==> src/rtl/laser_spot_locator.sv <==
// Laser spot centroid locator: accumulates qualifying red pixels over a frame,
// then divides the coordinate sums by the pixel count with a serial restoring divider.
module laser_spot_locator #(
   parameter int unsigned H_ACTIVE   = 640,
   parameter int unsigned V_ACTIVE   = 480,
   parameter logic [4:0]  R_THRESH   = 5'd24,
   parameter logic [4:0]  G_MAX      = 5'd8,
   parameter logic [4:0]  B_MAX      = 5'd8,
   parameter int unsigned MIN_PIXELS = 4
) (
   input  logic        camera_clk,
   input  logic        reset,
   input  logic        frame_start,
   input  logic        pix_we,
   input  logic [15:0] pix_din,
   input  logic [9:0]  hcount,
   input  logic [9:0]  vcount,
   input  logic        frame_done,
   output logic [9:0]  spot_x,
   output logic [9:0]  spot_y,
   output logic [18:0] spot_count,
   output logic        spot_found,
   output logic        spot_valid,
   output logic        busy
);

   // state   | meaning
   // IDLE    | waiting for frame_start, stream ignored
   // ACCUM   | summing qualifying pixels
   // DIV_X   | sum_x / cnt, one quotient bit per cycle
   // DIV_Y   | sum_y / cnt, one quotient bit per cycle
   // PUBLISH | spot_valid pulse, results visible
   typedef enum logic [2:0] {IDLE, ACCUM, DIV_X, DIV_Y, PUBLISH} state_t;

   localparam logic [10:0] H_LIM   = 11'(H_ACTIVE);
   localparam logic [10:0] V_LIM   = 11'(V_ACTIVE);
   localparam logic [18:0] MIN_CNT = 19'(MIN_PIXELS);
   localparam logic [4:0]  DIV_LAST = 5'd27;

   state_t      state_q, state_d;
   logic [18:0] cnt_q, cnt_d;
   logic [27:0] sum_x_q, sum_x_d;
   logic [27:0] sum_y_q, sum_y_d;
   logic [19:0] rem_q, rem_d;
   logic [27:0] quo_q, quo_d;
   logic [4:0]  div_cnt_q, div_cnt_d;
   logic [9:0]  quo_x_q, quo_x_d;
   logic [9:0]  spot_x_q, spot_x_d;
   logic [9:0]  spot_y_q, spot_y_d;
   logic [18:0] spot_count_q, spot_count_d;
   logic        spot_found_q, spot_found_d;
   logic        spot_valid_q, spot_valid_d;
   logic        busy_q, busy_d;

   logic        pix_ok;
   logic [18:0] cnt_acc;
   logic [27:0] sum_x_acc, sum_y_acc;
   logic [19:0] rem_sh, rem_nx;
   logic [27:0] quo_nx;
   logic        rem_ge;
   logic        div_tc;
   logic        unused_pix_msb;

   assign unused_pix_msb = pix_din[15];

   assign pix_ok = pix_we
                 && ({1'b0, hcount} < H_LIM)
                 && ({1'b0, vcount} < V_LIM)
                 && (pix_din[14:10] >= R_THRESH)
                 && (pix_din[9:5]   <= G_MAX)
                 && (pix_din[4:0]   <= B_MAX);

   assign cnt_acc   = cnt_q + {18'd0, pix_ok};
   assign sum_x_acc = sum_x_q + (pix_ok ? {18'd0, hcount} : 28'd0);
   assign sum_y_acc = sum_y_q + (pix_ok ? {18'd0, vcount} : 28'd0);

   // The remainder never reaches cnt (< 2^19), so 20 bits hold the shifted trial value.
   assign rem_sh = {rem_q[18:0], quo_q[27]};
   assign rem_ge = rem_sh >= {1'b0, cnt_q};
   assign rem_nx = rem_ge ? (rem_sh - {1'b0, cnt_q}) : rem_sh;
   assign quo_nx = {quo_q[26:0], rem_ge};
   assign div_tc = (div_cnt_q == 5'd0);

   always_comb begin
      state_d      = state_q;
      cnt_d        = cnt_q;
      sum_x_d      = sum_x_q;
      sum_y_d      = sum_y_q;
      rem_d        = rem_q;
      quo_d        = quo_q;
      div_cnt_d    = div_cnt_q;
      quo_x_d      = quo_x_q;
      spot_x_d     = spot_x_q;
      spot_y_d     = spot_y_q;
      spot_count_d = spot_count_q;
      spot_found_d = spot_found_q;
      spot_valid_d = 1'b0;

      if (frame_start) begin
         cnt_d   = '0;
         sum_x_d = '0;
         sum_y_d = '0;
         state_d = ACCUM;
      end else begin
         case (state_q)
            IDLE: ;
            ACCUM: begin
               cnt_d   = cnt_acc;
               sum_x_d = sum_x_acc;
               sum_y_d = sum_y_acc;
               if (frame_done) begin
                  if (cnt_acc < MIN_CNT) begin
                     state_d      = PUBLISH;
                     spot_valid_d = 1'b1;
                     spot_count_d = cnt_acc;
                     spot_found_d = 1'b0;
                  end else begin
                     state_d   = DIV_X;
                     quo_d     = sum_x_acc;
                     rem_d     = '0;
                     div_cnt_d = DIV_LAST;
                  end
               end
            end
            DIV_X: begin
               rem_d     = rem_nx;
               quo_d     = quo_nx;
               div_cnt_d = div_cnt_q - 5'd1;
               if (div_tc) begin
                  quo_x_d   = quo_nx[9:0];
                  quo_d     = sum_y_q;
                  rem_d     = '0;
                  div_cnt_d = DIV_LAST;
                  state_d   = DIV_Y;
               end
            end
            DIV_Y: begin
               rem_d     = rem_nx;
               quo_d     = quo_nx;
               div_cnt_d = div_cnt_q - 5'd1;
               if (div_tc) begin
                  state_d      = PUBLISH;
                  spot_valid_d = 1'b1;
                  spot_count_d = cnt_q;
                  spot_found_d = 1'b1;
                  spot_x_d     = quo_x_q;
                  spot_y_d     = quo_nx[9:0];
               end
            end
            PUBLISH: state_d = IDLE;
            default: state_d = IDLE;
         endcase
      end

      busy_d = (state_d == ACCUM) || (state_d == DIV_X) || (state_d == DIV_Y);
   end

   // Results are loaded on PUBLISH entry so they are already visible during the pulse.
   always_ff @(posedge camera_clk) begin
      if (reset) begin
         state_q      <= IDLE;
         cnt_q        <= '0;
         sum_x_q      <= '0;
         sum_y_q      <= '0;
         rem_q        <= '0;
         quo_q        <= '0;
         div_cnt_q    <= '0;
         quo_x_q      <= '0;
         spot_x_q     <= '0;
         spot_y_q     <= '0;
         spot_count_q <= '0;
         spot_found_q <= 1'b0;
         spot_valid_q <= 1'b0;
         busy_q       <= 1'b0;
      end else begin
         state_q      <= state_d;
         cnt_q        <= cnt_d;
         sum_x_q      <= sum_x_d;
         sum_y_q      <= sum_y_d;
         rem_q        <= rem_d;
         quo_q        <= quo_d;
         div_cnt_q    <= div_cnt_d;
         quo_x_q      <= quo_x_d;
         spot_x_q     <= spot_x_d;
         spot_y_q     <= spot_y_d;
         spot_count_q <= spot_count_d;
         spot_found_q <= spot_found_d;
         spot_valid_q <= spot_valid_d;
         busy_q       <= busy_d;
      end
   end

   assign spot_x     = spot_x_q;
   assign spot_y     = spot_y_q;
   assign spot_count = spot_count_q;
   assign spot_found = spot_found_q;
   assign spot_valid = spot_valid_q;
   assign busy       = busy_q;

endmodule

==> config.mk <==
export PLATFORM = sky130hd
export DESIGN_NAME = laser_spot_locator
export DESIGN_NICKNAME = d
export VERILOG_FILES = /design/src/rtl/laser_spot_locator.sv
export SDC_FILE = /design/constraint.sdc
export NUM_CORES = 1
export LEC_CHECK = 0
export CAP_MARGIN = 0
export CORE_MARGIN = 2
export CORE_UTILIZATION = 58
export CTS_CLUSTER_DIAMETER = 200
export DETAILED_ROUTE_END_ITERATION = 12
export DONT_BUFFER_PORTS = 1
export GPL_TIMING_DRIVEN = 0
export PLACE_DENSITY = 0.76
export SYNTH_ARGS = -nofsm -noshare
export SYNTH_HDL_FRONTEND = slang
export SYNTH_SLANG_ARGS = --single-unit
==> constraint.sdc <==
create_clock -name camera_clk -period 4.2 [get_ports camera_clk]
set_input_delay 1.05 -clock camera_clk [delete_from_list [all_inputs] [get_ports camera_clk]]
set_output_delay 1.05 -clock camera_clk [all_outputs]
set_load 0.02 [all_outputs]
==> flow_metrics.tcl <==
set metrics [dict create \
    cp-end-kind "flop" \
    hold_buffers 0 \
    antenna_cells 0 \
    slew_headroom_pct 42.18 \
    avgViaCountPerCell 6.106 \
    floorplan.initialDensity_pct 58.75 \
    synth.area.mux_share_pct 0.3820 \
    synth_compound_area_share_pct 20.07 \
    layout_common_cells "nand2_1 (234), dfxtp_1 (182), a21oi_1 (131)" \
    switching_share_pct 25.21 \
    first_global_vias 8966 \
    drc 0 \
    final_util_pct 65.14 \
    io-pin-count 83 \
    crit_arrival_ps 4370 \
    clkSlewWorstSetupHoldPaths_ps 70 \
    period_needed_ps 4059 \
    pwr-share-seq_pct 48.7 \
    crit_type "in2reg" \
    rows 49 \
    tightestPinTransition_ps 856.0 \
    hp-class "reg2reg" \
    place.gp.congestion 0.9555 \
    final_common_cell "nand2_1" \
    place_hpwl_mm 22.27 \
    ys_types 71 \
    dieArea_um2 19160 \
    ys_seq_elements 182 \
    clockPowerShare_pct 46.6 \
    yosys_most_used_dff "dfxtp_1" \
    status "complete, no violations" \
    synth_nets 1428 \
    grt_pass1_wl_mm 47.16 \
    synth_area_leader_cell "dfxtp_1" \
    placed_cell_area_um2 10790 \
    fin_crit_sh_pct 96.65 \
    fillCellCount 1543 \
    yosysSeqAreaShare_pct 34.76 \
    switching_power_mw 0.9052 \
    h-tree-depth 4 \
    wl_mm 30.24 \
    clock-sinks 182 \
    die_w_um 138.4 \
    crit_path_max_fanout 6 \
    mappedNetlistArea_um2 10480 \
    nNetsFinal 1463 \
    cts_buffers 17 \
    async_reset_ff_share_pct 0 \
    drive_gt1_share_pct 7.914 \
    power_density_nw_per_um2 308.9 \
    dr.first_iter.drc_count 943 \
    syn_to_final_growth_pct 10.87 \
    syn_inst 1342 \
    drv_cap 0 \
    synth_edf_count 0 \
    synth_top_family_by_area "simple AND/OR/NAND/NOR gates" \
    core_um2 17840 \
    max-vdd-ir-drop_mv 0.2996 \
    clock.fmax_mhz 246.4 \
    hold_viol 0 \
    crit_required_ps 4510 \
    synth_xor_area_share_pct 8.690 \
    port_buffers 0 \
    start_kind "primary input" \
    synthSimpleGateAreaFrac_pct 25.63 \
    clk_latency_ps 450 \
    dr_total_vias 9886 \
    grt_overflow 0 \
    dr.pass1.iters 6 \
    wl_per_cell_um 18.68 \
    yosysTopAreaCellShare_pct 34.76 \
    p_leak_nw 4.157 \
    maxSlewViolCount 0 \
    synthAdderAreaFrac_pct 5.587 \
    clockRootBuffer "clkbuf_16" \
    synth_area_leaders "dfxtp_1 (35%), nand2_1 (8.4%), a21oi_1 (6.3%), xnor2_1 (5.7%), ha_1 (5.0%)" \
    grt_util_all_layers_pct 30.79 \
    fin_worst_skew_ps 11.41 \
    fin_area_um2 11620 \
    fin_setup_tns_ps 0 \
    avgSynthCellArea_um2 7.810 \
    power_frac_comb_pct 4.7 \
    antenna_found_initial 0 \
    intPower_mw 2.685 \
    cts_tree "done" \
    cts_buffer_depth 2 \
    finalSetupViolCount 0 \
    die_y_um 138.4 \
    ant_nets 0 \
    ys.warnings.count 0 \
    grt_max_degree 18 \
]
## power groups by stage
stage	sequential [mW]	combinational, mW	clock, mW
2_1_floorplan	1.79	0.108	0
3_3_place_gp	1.79	0.159	0
3_5_place_dp	1.79	0.161	0
4_1_cts	1.75	0.164	1.68
5_1_grt	1.75	0.181	1.75
6_report	1.75	0.169	1.67
## flip-flops by register name, summed over array words and instances (netlist names), 3 cells and up
register    count
quo_q          28
sum_x_q        28
sum_y_q        28
cnt_q          19
rem_q          19
spot_count     19
quo_x_q        10
spot_x         10
spot_y         10
div_cnt_q       5
state_q         3
## what timing repair did
| action | in CTS | in global routing |
|---|---|---|
| pin swaps | 1 | 9 |
| resized for setup | 5 | 21 |
| setup buffers | 4 | 12 |
| setup endpoints to repair | 51 | 97 |
| gates cloned | 0 | 0 |
## path summary, 6_finish.rpt
| path | from | slack (ps) | cells past startpoint | end |
|---|---|---|---|---|
| worst max-delay path | pix_din[0] | 140 | 17 | sum_x_q[18] |
| worst min-delay path | quo_x_q[6] | 450 | 2 | spot_x[6] |
| worst max register to register | cnt_q[4] | 380 | 13 | rem_q[7] |
| worst min register to register | quo_x_q[6] | 450 | 2 | spot_x[6] |
## synthesized netlist by cell type (all sizes together), types with 15 or more instances
cell	number
xor2	36
or3	18
dfxtp	182
nand4	25
a21oi	131
and3	19
inv	35
nor3	24
ha	42
o211ai	36
o21ai	33
and2	22
clkbuf	54
xnor2	68
a211oi	25
buf	31
nor2	122
o21a	15
nand2	234
nand3	62
## layer usage
layer / vias to the layer above / global-route usage (%) / routed length [µm]
met1: 4654 / 41.48 / 13140
met3: 68 / 6.269 / 2228
li1: 4760 / - / -
met4: 0 / 13.00 / 1096
met2: 404 / 48.33 / 13770
met5: - / 0 / 0
## cell type report
cell class / instances / area, µm² / area share, %
Sequential cell: 182 / 3643 / 31.35
Multi-Input combinational cell: 1039 / 6430 / 55.33
Buffer: 85 / 392.9 / 3.381
Clock buffer: 19 / 442.9 / 3.811
Clock inverter: 13 / 157.7 / 1.357
Inverter: 36 / 135.1 / 1.163
Tap cell: 229 / 286.5 / 2.466
Timing Repair Buffer: 16 / 132.6 / 1.141
## through the flow
step	hold WS, ps	setup WS [ps]	power, mW	std cells
global placement	442.1	-641.7	1.948	1571
global route	469.2	-0.9015	3.680	1619
finish	451.9	140.8	3.590	1619
floorplan	432.1	5.402	1.895	1342
CTS	459.0	9.487	3.589	1607
detailed placement	447.9	-711.9	1.950	1571
## cells by family (layout without fill, tap and decap cells)
group,Yosys count,count (layout)
flops,182,182
mux,4,4
simple gates,570,570
buf+inv,121,169
fa+ha+maj,45,45
compound gates,315,315
xor+xnor,104,104
other cells,1,1
## critical path, cell delays in order
cell      delay [ps]
or3_1            370
a221oi_2         270
buf_4            210
buf_4            110
and2_1           140
ha_2             210
inv_1             50
fa_1             400
nor2b_1          180
o31a_1           230
o211ai_1         180
a21boi_4         280
buf_4            170
and3_1           190
nand3_1          100
xor2_1           160
nor2_1            60
(Power assumes the default switching activity.)
